==> config.mk <==
export PLATFORM = sky130hd
export DESIGN_NAME = vram_arbiter
export DESIGN_NICKNAME = d
export VERILOG_FILES = /design/src/rtl/vram_pkg.sv /design/src/rtl/vram_clear_seq.sv /design/src/rtl/vram_arbiter.sv
export SDC_FILE = /design/constraint.sdc
export NUM_CORES = 1
export LEC_CHECK = 0
export CAP_MARGIN = 20
export CORE_MARGIN = 4
export CORE_UTILIZATION = 44
export DETAILED_ROUTE_END_ITERATION = 8
export PLACE_DENSITY_LB_ADDON = 0.15
export SETUP_SLACK_MARGIN = 0.02
export SYNTH_ARGS = -nofsm -noshare
export SYNTH_HDL_FRONTEND = slang
export SYNTH_HIERARCHICAL = 1
export SYNTH_SLANG_ARGS = --single-unit
==> constraint.sdc <==
create_clock -name clock -period 3.45 [get_ports clock]
set_clock_uncertainty 0.2 [all_clocks]
set_input_delay 0.345 -clock clock [delete_from_list [all_inputs] [get_ports clock]]
set_output_delay 0.345 -clock clock [all_outputs]
set_load 0.02 [all_outputs]
==> src/rtl/vram_pkg.sv <==
// vram_pkg: beam geometry, framebuffer constants and read-return tags shared by
// the VRAM arbiter slice (optional clear engine enabled by VRAM_ARB_CLEAR_EN).
package vram_pkg;

    localparam int H_RES       = 640;
    localparam int V_RES       = 480;
    localparam int SCALE_SHIFT = 2;
    localparam int ADDR_W      = 15;
    localparam int DATA_W      = 8;
    localparam int POS_W       = 16;

    localparam int SCALE   = 1 << SCALE_SHIFT;
    localparam int FB_W    = H_RES >> SCALE_SHIFT;
    localparam int FB_H    = V_RES >> SCALE_SHIFT;
    localparam int FB_SIZE = FB_W * FB_H;

    // Fetches run one upscaled pixel ahead of the beam, so the slot window
    // starts at -SCALE and stops one pixel group before the right edge.
    localparam logic signed [POS_W-1:0] SX_FIRST = POS_W'(-SCALE);
    localparam logic signed [POS_W-1:0] SX_LAST  = POS_W'(H_RES - SCALE - 1);
    localparam logic signed [POS_W-1:0] SY_FIRST = '0;
    localparam logic signed [POS_W-1:0] SY_LAST  = POS_W'(V_RES - 1);

    localparam logic [SCALE_SHIFT-1:0] PHASE_LAST  = '1;
    localparam logic [ADDR_W-1:0]      FB_W_VEC    = ADDR_W'(FB_W);
    localparam logic [ADDR_W-1:0]      FB_SIZE_VEC = ADDR_W'(FB_SIZE);

    typedef enum logic [1:0] {
        TAG_NONE = 2'd0,
        TAG_DISP = 2'd1,
        TAG_CPU  = 2'd2
    } tag_t;

    // row*FB_W + col built from constant shifts and adds only.
    function automatic logic [ADDR_W-1:0] fb_addr(input logic [ADDR_W-1:0] row,
                                                  input logic [ADDR_W-1:0] col);
        logic [ADDR_W-1:0] acc;
        acc = col;
        for (int i = 0; i < ADDR_W; i++) begin
            if (FB_W_VEC[i]) begin
                acc = acc + (row << i);
            end
        end
        return acc;
    endfunction

endpackage

==> src/rtl/vram_clear_seq.sv <==
// vram_clear_seq: address counter and busy flag for the framebuffer clear;
// only instantiated when VRAM_ARB_CLEAR_EN is defined.
module vram_clear_seq
    import vram_pkg::*;
(
    input  logic              clock,
    input  logic              reset,
    input  logic              start,
    input  logic              grant,
    output logic              busy,
    output logic [ADDR_W-1:0] addr
);

    // A start pulse always wins so a clear in progress restarts from zero.
    always_ff @(posedge clock) begin
        if (reset) begin
            busy <= 1'b0;
            addr <= '0;
        end else if (start) begin
            busy <= 1'b1;
            addr <= '0;
        end else if (busy && grant) begin
            if (addr == ADDR_W'(FB_SIZE - 1)) begin
                busy <= 1'b0;
            end else begin
                addr <= addr + ADDR_W'(1);
            end
        end
    end

endmodule

==> src/rtl/vram_arbiter.sv <==
// vram_arbiter: time-shares one single-port VRAM between beam-locked scan-out
// fetches, a CPU port and a framebuffer clear engine (macro VRAM_ARB_CLEAR_EN).
module vram_arbiter
    import vram_pkg::*;
(
    input  logic              clock,
    input  logic              reset,
    input  logic [POS_W-1:0]  sx,
    input  logic [POS_W-1:0]  sy,
    input  logic              cpu_req,
    input  logic              cpu_we,
    input  logic [ADDR_W-1:0] cpu_addr,
    input  logic [DATA_W-1:0] cpu_wdata,
    output logic              cpu_ack,
    output logic [DATA_W-1:0] cpu_rdata,
    input  logic              clear,
    input  logic [DATA_W-1:0] clear_color,
    output logic              clear_busy,
    output logic [ADDR_W-1:0] ram_addr,
    output logic              ram_we,
    output logic [DATA_W-1:0] ram_wdata,
    input  logic [DATA_W-1:0] ram_rdata,
    output logic [DATA_W-1:0] pix_data
);

    typedef enum logic {
        CPU_IDLE = 1'b0,
        CPU_BUSY = 1'b1
    } cpu_state_t;

    cpu_state_t              cpu_state;
    cpu_state_t              cpu_state_next;
    logic                    cpu_grant;
    logic                    cpu_oor;
    logic                    cpu_oor_q;
    logic                    clear_grant;
    logic [ADDR_W-1:0]       clear_addr;
    logic signed [POS_W-1:0] sx_pos;
    logic signed [POS_W-1:0] sy_pos;
    logic [SCALE_SHIFT-1:0]  phase;
    logic                    disp_slot;
    logic [ADDR_W-1:0]       slot_addr;
    logic [ADDR_W-1:0]       ram_addr_next;
    logic                    ram_we_next;
    logic [DATA_W-1:0]       ram_wdata_next;
    tag_t                    tag_next;
    tag_t                    tag_issue;
    tag_t                    tag_return;
    logic                    disp_hit;
    logic [DATA_W-1:0]       disp_data;

    assign sx_pos  = sx;
    assign sy_pos  = sy;
    assign phase   = sx[SCALE_SHIFT-1:0];
    assign cpu_oor = (cpu_addr >= FB_SIZE_VEC);

    assign disp_slot = (sy_pos >= SY_FIRST) && (sy_pos <= SY_LAST) &&
                       (sx_pos >= SX_FIRST) && (sx_pos <= SX_LAST) &&
                       (phase == '0);

    assign slot_addr = fb_addr(ADDR_W'(sy >> SCALE_SHIFT),
                               ADDR_W'((sx + POS_W'(SCALE)) >> SCALE_SHIFT));

    // CPU handshake state: BUSY blocks new grants until the ack has been shown.
    always_ff @(posedge clock) begin
        if (reset) begin
            cpu_state <= CPU_IDLE;
        end else begin
            cpu_state <= cpu_state_next;
        end
    end

    always_comb begin
        cpu_state_next = cpu_state;
        cpu_grant      = 1'b0;
        case (cpu_state)
            CPU_IDLE: begin
                if (cpu_req && !disp_slot) begin
                    cpu_grant      = 1'b1;
                    cpu_state_next = CPU_BUSY;
                end
            end
            CPU_BUSY: begin
                if (cpu_ack) begin
                    cpu_state_next = CPU_IDLE;
                end
            end
            default: cpu_state_next = CPU_IDLE;
        endcase
    end

    // Single-winner port mux: display, then CPU, then clear. Address and data
    // hold when idle; only the write enable must fall.
    always_comb begin
        ram_addr_next  = ram_addr;
        ram_wdata_next = ram_wdata;
        ram_we_next    = 1'b0;
        tag_next       = TAG_NONE;
        clear_grant    = 1'b0;
        if (disp_slot) begin
            ram_addr_next = slot_addr;
            tag_next      = TAG_DISP;
        end else if (cpu_grant) begin
            ram_addr_next  = cpu_addr;
            ram_wdata_next = cpu_wdata;
            ram_we_next    = cpu_we && !cpu_oor;
            tag_next       = cpu_we ? TAG_NONE : TAG_CPU;
        end else if (clear_busy) begin
            clear_grant    = 1'b1;
            ram_addr_next  = clear_addr;
            ram_wdata_next = clear_color;
            ram_we_next    = 1'b1;
        end
    end

    always_ff @(posedge clock) begin
        if (reset) begin
            ram_addr   <= '0;
            ram_we     <= 1'b0;
            ram_wdata  <= '0;
            tag_issue  <= TAG_NONE;
            tag_return <= TAG_NONE;
        end else begin
            ram_addr   <= ram_addr_next;
            ram_we     <= ram_we_next;
            ram_wdata  <= ram_wdata_next;
            tag_issue  <= tag_next;
            tag_return <= tag_issue;
        end
    end

    // Writes ack straight after the grant; reads ack once their tag returns.
    always_ff @(posedge clock) begin
        if (reset) begin
            cpu_ack   <= 1'b0;
            cpu_rdata <= '0;
            cpu_oor_q <= 1'b0;
        end else begin
            cpu_ack <= (cpu_grant && cpu_we) || (tag_return == TAG_CPU);
            if (cpu_grant) begin
                cpu_oor_q <= cpu_oor;
            end
            if (tag_return == TAG_CPU) begin
                cpu_rdata <= cpu_oor_q ? '0 : ram_rdata;
            end
        end
    end

    // Fetched pixel waits one cycle, then is presented on the last phase of
    // the group so it lines up with the following group of beam positions.
    always_ff @(posedge clock) begin
        if (reset) begin
            disp_hit  <= 1'b0;
            disp_data <= '0;
            pix_data  <= '0;
        end else begin
            disp_hit <= (tag_return == TAG_DISP);
            if (tag_return == TAG_DISP) begin
                disp_data <= ram_rdata;
            end
            if (phase == PHASE_LAST) begin
                pix_data <= disp_hit ? disp_data : '0;
            end
        end
    end

`ifdef VRAM_ARB_CLEAR_EN
    vram_clear_seq u_clear_seq (
        .clock (clock),
        .reset (reset),
        .start (clear),
        .grant (clear_grant),
        .busy  (clear_busy),
        .addr  (clear_addr)
    );
`else
    logic clear_unused;
    assign clear_unused = clear ^ clear_grant;
    assign clear_busy   = 1'b0;
    assign clear_addr   = '0;
`endif

endmodule

# ---- Word level (Yosys, flattened, before mapping)
# Index checks and enable logic that the tools add are counted.
# Widths: inputs -> output; s select.
dict set report word_totals {
  output_inout_bits 42
  register_bits 56
  elab_cells 52
}
dict set report op_classes {
  muxes 11
  reduce_logical 14
  n_bitwise 3
  n_eq_ne 3
  n_lt_le_gt_ge 5
  addsub 3
}
# operator n
set ops {}
lappend ops {{$mux 15} 2}
lappend ops {{$add 16x3->16 const B} 1}
lappend ops {{$ge 16x1->1 const B} 1}
lappend ops {{$ge 16x3->1 const B} 1}
lappend ops {{$le 16x10->1 const B} 1}
lappend ops {{$le 16x11->1 const B} 1}
lappend ops {{$mux 8} 2}
lappend ops {{$add 14x15->15} 1}
lappend ops {{$add 15x15->15} 1}
lappend ops {{$ge 15x15->1 const B} 1}
lappend ops {{$logic_and 1x1->1} 7}
lappend ops {{$mux 1} 5}
lappend ops {{$eq 2x2->1 const B} 2}
lappend ops {{$not 1->1} 3}
lappend ops {{$reduce_or 3->1} 1}
lappend ops {{$eq 2x1->1 const B} 1}
lappend ops {{$logic_not 1->1} 2}
lappend ops {{$logic_not 2->1} 1}
lappend ops {{$mux 2} 1}
lappend ops {{$pmux 1 s2} 1}
lappend ops {{$reduce_and 2->1} 1}
lappend ops {{$reduce_bool 2->1} 1}
lappend ops {{$logic_or 1x1->1} 1}

# ---- Longest topological paths before layout
# Gate-level depths: netlist of run 1.
dict set report depth {
  ltp_word 11
  mapped_depth 12
  depth_no_buf 12
}

# ---- Least setup slack after synthesis of run 1
# OpenSTA, ideal clock, no wires.
dict set report synth_path {
  path_type {input to register}
  start {input sx[2]}
  end {register ram_addr[14]}
  arrival_ns 2.763
  setup_ns 0.086
  cell_stages 11
  n_path_buf 0
  required_time_ns 3.164
  path_slack_ns 0.402
  cell_sequence {ha_1 -> and4_4 -> nand4_1 -> xnor2_1 -> fa_1 -> ha_1 -> a211oi_1 -> o21ai_0 -> a31oi_1 -> xnor2_1 -> a211oi_1}
}
dict set report synth_between {
  elab_chain_cells 9
}
# item line_no
set synth_lines {}
lappend synth_lines {{from (decl)} vram_arbiter.sv:8} ;# input logic [POS_W-1:0] sx,
lappend synth_lines {{branches (longest 9 deep; another with $add 16x3->16)} n/a}
lappend synth_lines {{to (signal assigned)} vram_arbiter.sv:124} ;# ram_addr <= ram_addr_next;
lappend synth_lines {{to (decl)} vram_arbiter.sv:19} ;# output logic [ADDR_W-1:0] ram_addr,
# Parallel ways; which one is timed is not known.
# A chain may end at the register's enable or synchronous reset.

# ---- Final worst setup path of run 1
dict set report layout_path {
  start {input sx[4]}
  end {register ram_addr[13]}
}
# Same word-level chain as after synthesis.

==> results.cfg, run 1 <==
[critical_path]
cp.arrival_ns = 3.29
crit_path_max_fanout = 4
setup.worst_path.start = sx[4]
rr_startpoint = cpu_state$_SDFF_PP0_
worst-setup-path-type = input port to register
worstPathRequired_ns = 3.48
crit_path_start_kind = input port
critPathCaptureType = register

[synthesis]
synth_commonest_cells = dfxtp_1 (56), nand2_1 (31), a21oi_1 (30)
syn_area_per_cell_um2 = 8.841
syn_area_um2 = 3094
netlist.area_leader.share_pct = 36.23
synth_area_leader_cell = dfxtp_1
yosys.cell_count.top_type = dfxtp_1
postSynth.topFlopCell = dfxtp_1
synth_warnings = 6
synth.yosys.seq_area_share_pct = 36.23
netlist_top_cells_area = dfxtp_1 (36%), mux2i_1 (6.1%), fa_1 (5.2%)
synth-seq-cells = 56
post_synth_num_cell_types = 42
synth-edff-count = 0
async_flop_share_pct = 0
postSynthNetCount = 446
synth_cells = 350

[layout]
finish.instance_area_um2 = 4473
antenna-diode-count = 0
stdcell_count = 561
areaGrowthSynthToFinish_pct = 44.56
fraction_of_final_layout_cells_sized_beyond_drive_strength_1_pct = 10.11
finalNetCount = 560

[global_route]
first_global_vias = 2730
globalRouteTotalUtil_pct = 18.62
grt_overflow_total = 0
grt_max_degree = 51
antenna_found_initial = 0
global_route_wire_length_before_repair_um = 12990

[place]
placedInstanceArea_um2 = 4332
post-dp-hpwl_um = 6200
port-buffer-count = 105
dp.cells = 553
routabilityCongestion = 0.8768
pre_cts_slack_ns = -0.2371

[route]
via_per_inst = 5.071
first_iter_violations = 101
route.detailed.drc = 0
drtAntennaViolNets = 0
routedWlPerCell_um = 14.11
drt_pre_antenna_iters = 4
route.final.wire_length_um = 7915
vias = 2845

[clocking]
clk_path_buf_depth = 2
number_of_hold_repair_buffers_added_at_the_cts_stage = 0
clk_transition_reported_paths_ns = 0.10
cts_root_buf = clkbuf_8
cts.htree.levels = 2
worst_skew_pair.late_latency_ns = 0.31
cts.sinks = 56
cts_tree = yes
cts-buffers-inserted = 5

[sta]
final_min_period_over_clock_period_pct = 94.47
post-route-worst-setup-slack_ns = 0.1908
final_hold_violation_count = 0
max_frequency_mhz = 306.8
worst_slew_pin_slew_ns = 0.8328
setup_total_negative_slack_ns = 0
final-max-slew-violation-count = 0
final-setup-viol-count = 0
period_minus_slack_ns = 3.259
slew-limit-headroom_pct = 44.48
hold_slack_ns = 0.2430

[power_and_ir_drop]
ir_drop_mv = 0.1800
power_density_nw_per_um2 = 331.1
power.static_leakage_nw = 1.689

[floorplan]
core-area_um2 = 6832
die-area_um2 = 8438
ios = 118
placement_rows = 30
fp.dieH_um = 91.86
effective_utilization_at_floorplan_pct = 45.29
die_width_um = 91.86

[min_path]
hold_class = register to register
holdCritStartpoint = tag_issue[0]$_SDFF_PP0_

[run]
drv_cap = 0

[run_status]
run_status = finished, final reports clean
-- layout by cell type (no fill, tap or decap), types with 7 or more instances in the layout --
cell,instances
buf_4,22
nand2_1,31
nand2b_1,20
nor2b_1,9
nor3b_1,8
ha_1,10
nor3_1,10
a211oi_1,10
fa_1,7
a21oi_1,30
nor2_1,28
xor2_1,11
xnor2_1,9
nand3_1,15
clkdlybuf4s50_1,101
mux2i_1,19
dfxtp_1,56
a221oi_1,8
-- per-stage QoR --
step | power [mW] | utilization [%]
floorplan | 0.9236 | -
global placement | 1.114 | 63.41
detailed placement | 1.121 | 63.41
CTS | 1.482 | 64.73
global route | 1.566 | 65.48
finish | 1.481 | 65.48
-- routing by layer --
layer	share of wire [%]	GRT usage [%]	vias up	routed length, um
li1	-	-	1447	-
met1	48	26.26	1276	3797
met2	44	29.74	111	3501
met3	6.4	3.035	11	505
met4	1.4	4.579	0	110
met5	0	0	-	0
-- worst max-delay path, stage by stage --
cell and delay (ns):
clkdlybuf4s50_1 0.47, buf_4 0.13, and4_4 0.23, nand4_1 0.13
xnor2_2 0.18, fa_1 0.53, ha_4 0.20, a211oi_1 0.31
o21bai_1 0.17, o41ai_2 0.26, xor2_1 0.10, a211oi_1 0.22
-- cell type report --
cell class                      instances  area, um^2
Sequential cell                        56        1121
Clock buffer                            5       68.82
Timing Repair Buffer                  128        1230
Fill cell                             610        2359
Tap cell                               96       120.1
Clock inverter                          3       21.27
Inverter                                6       22.52
Multi-Input combinational cell        267        1889
-- report_power, final --
part | switching, mW | leakage, nW | internal (mW) | total, mW
combinational | 0.204 | 1.19 | 0.237 | 0.441
clock | 0.214 | 0.0445 | 0.145 | 0.358
sequential | 0.0122 | 0.456 | 0.669 | 0.681
total | 0.430 | 1.69 | 1.05 | 1.48
-- kinds of logic (layout without fill, tap and decap cells) --
kind of cell / count (synthesis) / after routing / share of synthesized area [%]
buffers and inverters: 27 / 142 / 4.084
muxes: 20 / 20 / 6.510
DFF: 56 / 56 / 36.23
AOI/OAI and AO/OA: 68 / 68 / 14.40
other: 1 / 1 / 0.1212
xor gates and xnor gates: 21 / 21 / 5.944
adders and majority gates: 20 / 20 / 10.03
and+or+nand+nor: 137 / 137 / 22.69
-- registers in the layout (all words and copies together) (netlist names), 2 cells and up --
register    count
ram_addr       15
disp_data       8
pix_data        8
tag_issue       2
ram_wdata       8
tag_return      2
cpu_rdata       8
-- worst paths after layout --
path	depth (start not counted)	endpoint	slack, ns
min reg2reg	1	tag_return[0]$_SDFF_PP0_	0.24
max	12	ram_addr[13]$_SDFFE_PP0P_	0.19
min	1	tag_return[0]$_SDFF_PP0_	0.24
max reg2reg	5	ram_addr[14]$_SDFFE_PP0P_	1.92
-- repair_timing --
action                     in CTS  in global routing
buffers inserted                0                  0
setup endpoints to repair       0                  3
gates resized for setup         0                 12
Power figures use the tool's default switching activity.
==> inputs of run 2 (changes only) <==
Settings changed: CTS_CLUSTER_SIZE set to 25.
Clock period 3.45 ns to 3.1 ns, I/O delays scaled along.
==> run 2 against run 1 <==
Clock power rose by 14%. Final cell count rose by 2.1%. Highest routed layer unchanged. Total power rose by 16%. Flip-flop and latch count did not move. Critical endpoint is now ram_addr[14]$_SDFFE_PP0P_. Worst setup slack got worse by 0.12 ns.
==> results.cfg, run 2 (same netlist as run 1, synthesis figures left out) <==
[run_status]
run_status = finished, final reports clean

[global_route]
grt_max_degree = 50
global_route_wire_length_before_repair_um = 13690
globalRouteTotalUtil_pct = 19.66
antenna_found_initial = 0
first_global_vias = 2890
grt_overflow_total = 0

[critical_path]
critPathCaptureType = register
highest_cell_delay_on_the_worst_timing_path_ns = 0.51
reg2reg_depth = 6
timing.critical_path.buf_inv = 1
cp.arrival_ns = 3.00
r2r-end = ram_addr[12]$_SDFFE_PP0P_
worstPathRequired_ns = 3.07
crit_path_start_kind = input port
crit_path_cell_trace = clkdlybuf4s50_1, nand2_1, nor2_2, nand3_2, nor2_1, xor2_1, fa_1, ha_1, nor3_1, o21ai_1, a31oi_2, xnor2_1, a211oi_2
worst-setup-path-type = input port to register
cpMaxStageDelayCell = clkdlybuf4s50_1
critPathTopFamily = adder cells
rr_startpoint = cpu_state$_SDFF_PP0_
crit_path_max_fanout = 4
timing.reg2reg.setup_slack_ns = 1.52

[power_and_ir_drop]
ir_drop_mv = 0.1992
power_density_nw_per_um2 = 368.1
power.static_leakage_nw = 1.764

[min_path]
end_point_of_the_worst_hold_path = tag_return[0]$_SDFF_PP0_
holdPathStages = 1
hold_class = register to register
holdCritStartpoint = tag_issue[0]$_SDFF_PP0_

[run]
drv_cap = 0

[place]
pre_cts_slack_ns = -0.5939
routabilityCongestion = 0.8865
post-dp-hpwl_um = 6395
port-buffer-count = 105

[layout]
most_common_cell_after_layout_fill_and_taps_aside = clkdlybuf4s50_1
max_flop_register = ram_addr
fraction_of_final_layout_cells_sized_beyond_drive_strength_1_pct = 15.09
fill_cells = 585
fin_util_pct = 68.11
finalNetCount = 572
antenna-diode-count = 0
areaGrowthSynthToFinish_pct = 50.38
layout_common_cells = clkdlybuf4s50_1 (96), dfxtp_1 (56), buf_4 (31)
largest_register_ff_count = 15

[sta]
worst_slew_pin_slew_ns = 0.7863
final-setup-viol-count = 0
final_hold_violation_count = 0
max_frequency_mhz = 329.9
slew-limit-headroom_pct = 47.58
rsz0062_at_grt = yes
period_minus_slack_ns = 3.031
hold_slack_ns = 0.2494
post-route-worst-setup-slack_ns = 0.06898
final_min_period_over_clock_period_pct = 97.77
final-max-slew-violation-count = 0
setup_total_negative_slack_ns = 0

[clocking]
cts.htree.levels = 2
clk_path_buf_depth = 2
cts-buffers-inserted = 5
worst_skew_pair.late_latency_ns = 0.31
cts_root_buf = clkbuf_8
cts_tree = yes
cts.sinks = 56
clk_transition_reported_paths_ns = 0.10

[floorplan]
core-area_um2 = 6832
ios = 118
die_width_um = 91.86
die-area_um2 = 8438
placement_rows = 30
fp.dieH_um = 91.86
effective_utilization_at_floorplan_pct = 45.29

[route]
route.final.wire_length_um = 8250
vias = 2929
route.detailed.drc = 0
via_per_inst = 5.112
drtAntennaViolNets = 0
drt_pre_antenna_iters = 4
routedWlPerCell_um = 14.40
first_iter_violations = 123
[run 2: cell types whose count changed in the layout (fill, tap and decap cells not counted), moves of 3 or more]
| cell | delta |
|---|---|
| buf_4 | +9 |
| buf_6 | +3 |
| clkdlybuf4s50_1 | -5 |
| dlygate4sd2_1 | +5 |
| ha_1 | -3 |
| ha_4 | +3 |
| o21ai_0 | -3 |
| o21ai_1 | +3 |
[run 2: worst max-delay path by stage]
stage | slack [ns] | to | depth (start not counted) | startpoint
after floorplan | 0.09 | ram_addr[14]$_SDFFE_PP0P_ | 11 | sx[2]
after global placement | -0.46 | ram_addr[13]$_SDFFE_PP0P_ | 12 | sx[2]
after detailed placement | -0.59 | ram_addr[13]$_SDFFE_PP0P_ | 12 | sx[2]
after CTS | 0.04 | ram_addr[14]$_SDFFE_PP0P_ | 13 | sx[9]
after global routing | -0.02 | ram_addr[14]$_SDFFE_PP0P_ | 13 | sx[10]
final | 0.07 | ram_addr[14]$_SDFFE_PP0P_ | 13 | sx[10]
[run 2: per-layer routing]
layer / vias to the layer above / global-route usage [%] / share of wire [%]
met2: 106 / 30.96 / 45
met4: 0 / 5.198 / 1.6
met1: 1342 / 27.76 / 48
li1: 1469 / - / -
met5: - / 0 / 0
met3: 12 / 3.527 / 6.1
[run 2: through the flow]
step / total power [mW] / std cells / instance area, um^2
finish: 1.713 / 573 / 4653
global route: 1.800 / 573 / 4653
CTS: 1.688 / 573 / 4571
detailed placement: 1.259 / 561 / 4392
global placement: 1.251 / 561 / 4392
floorplan: 1.028 / 350 / 3094
[run 2: area by class of cell]
type                    instances  area, um^2  share of cell area [%]
clock inverters                 3       21.27                  0.4571
flip-flops and latches         56        1121                   24.09
inverters                       6       22.52                  0.4840
well taps                      96       120.1                   2.581
multi-input cells             267        1974                   42.43
repair buffers                140        1325                   28.48
clock buffers                   5       68.82                   1.479
[run 2: power breakdown]
| group | internal, mW | switching, mW |
|---|---|---|
| clock | 0.161 | 0.246 |
| sequential | 0.745 | 0.0138 |
| combinational | 0.297 | 0.250 |
| total | 1.20 | 0.510 |
[run 2: worst reg2reg max path, stage by stage, from the launching register on]
cell and delay, ns:
dfxtp_1 0.33, nor2b_2 0.11, buf_4 0.32, mux2i_1 0.24, nor2_1 0.05, o21ai_0 0.11, o31ai_1 0.09
[run 2: what timing repair did]
action,4_1_cts,5_1_grt
setup buffers,4,0
pin swaps,14,15
endpoints found under the setup margin,5,5
hold buffers,0,0
gates cloned,0,0
resized for setup,20,18
==> inputs of run 3 (changes only) <==
Settings changed: CTS_CLUSTER_DIAMETER set to 80.
==> results of run 3 <==
Final layout, timing and power as in run 2 (identical DEF).
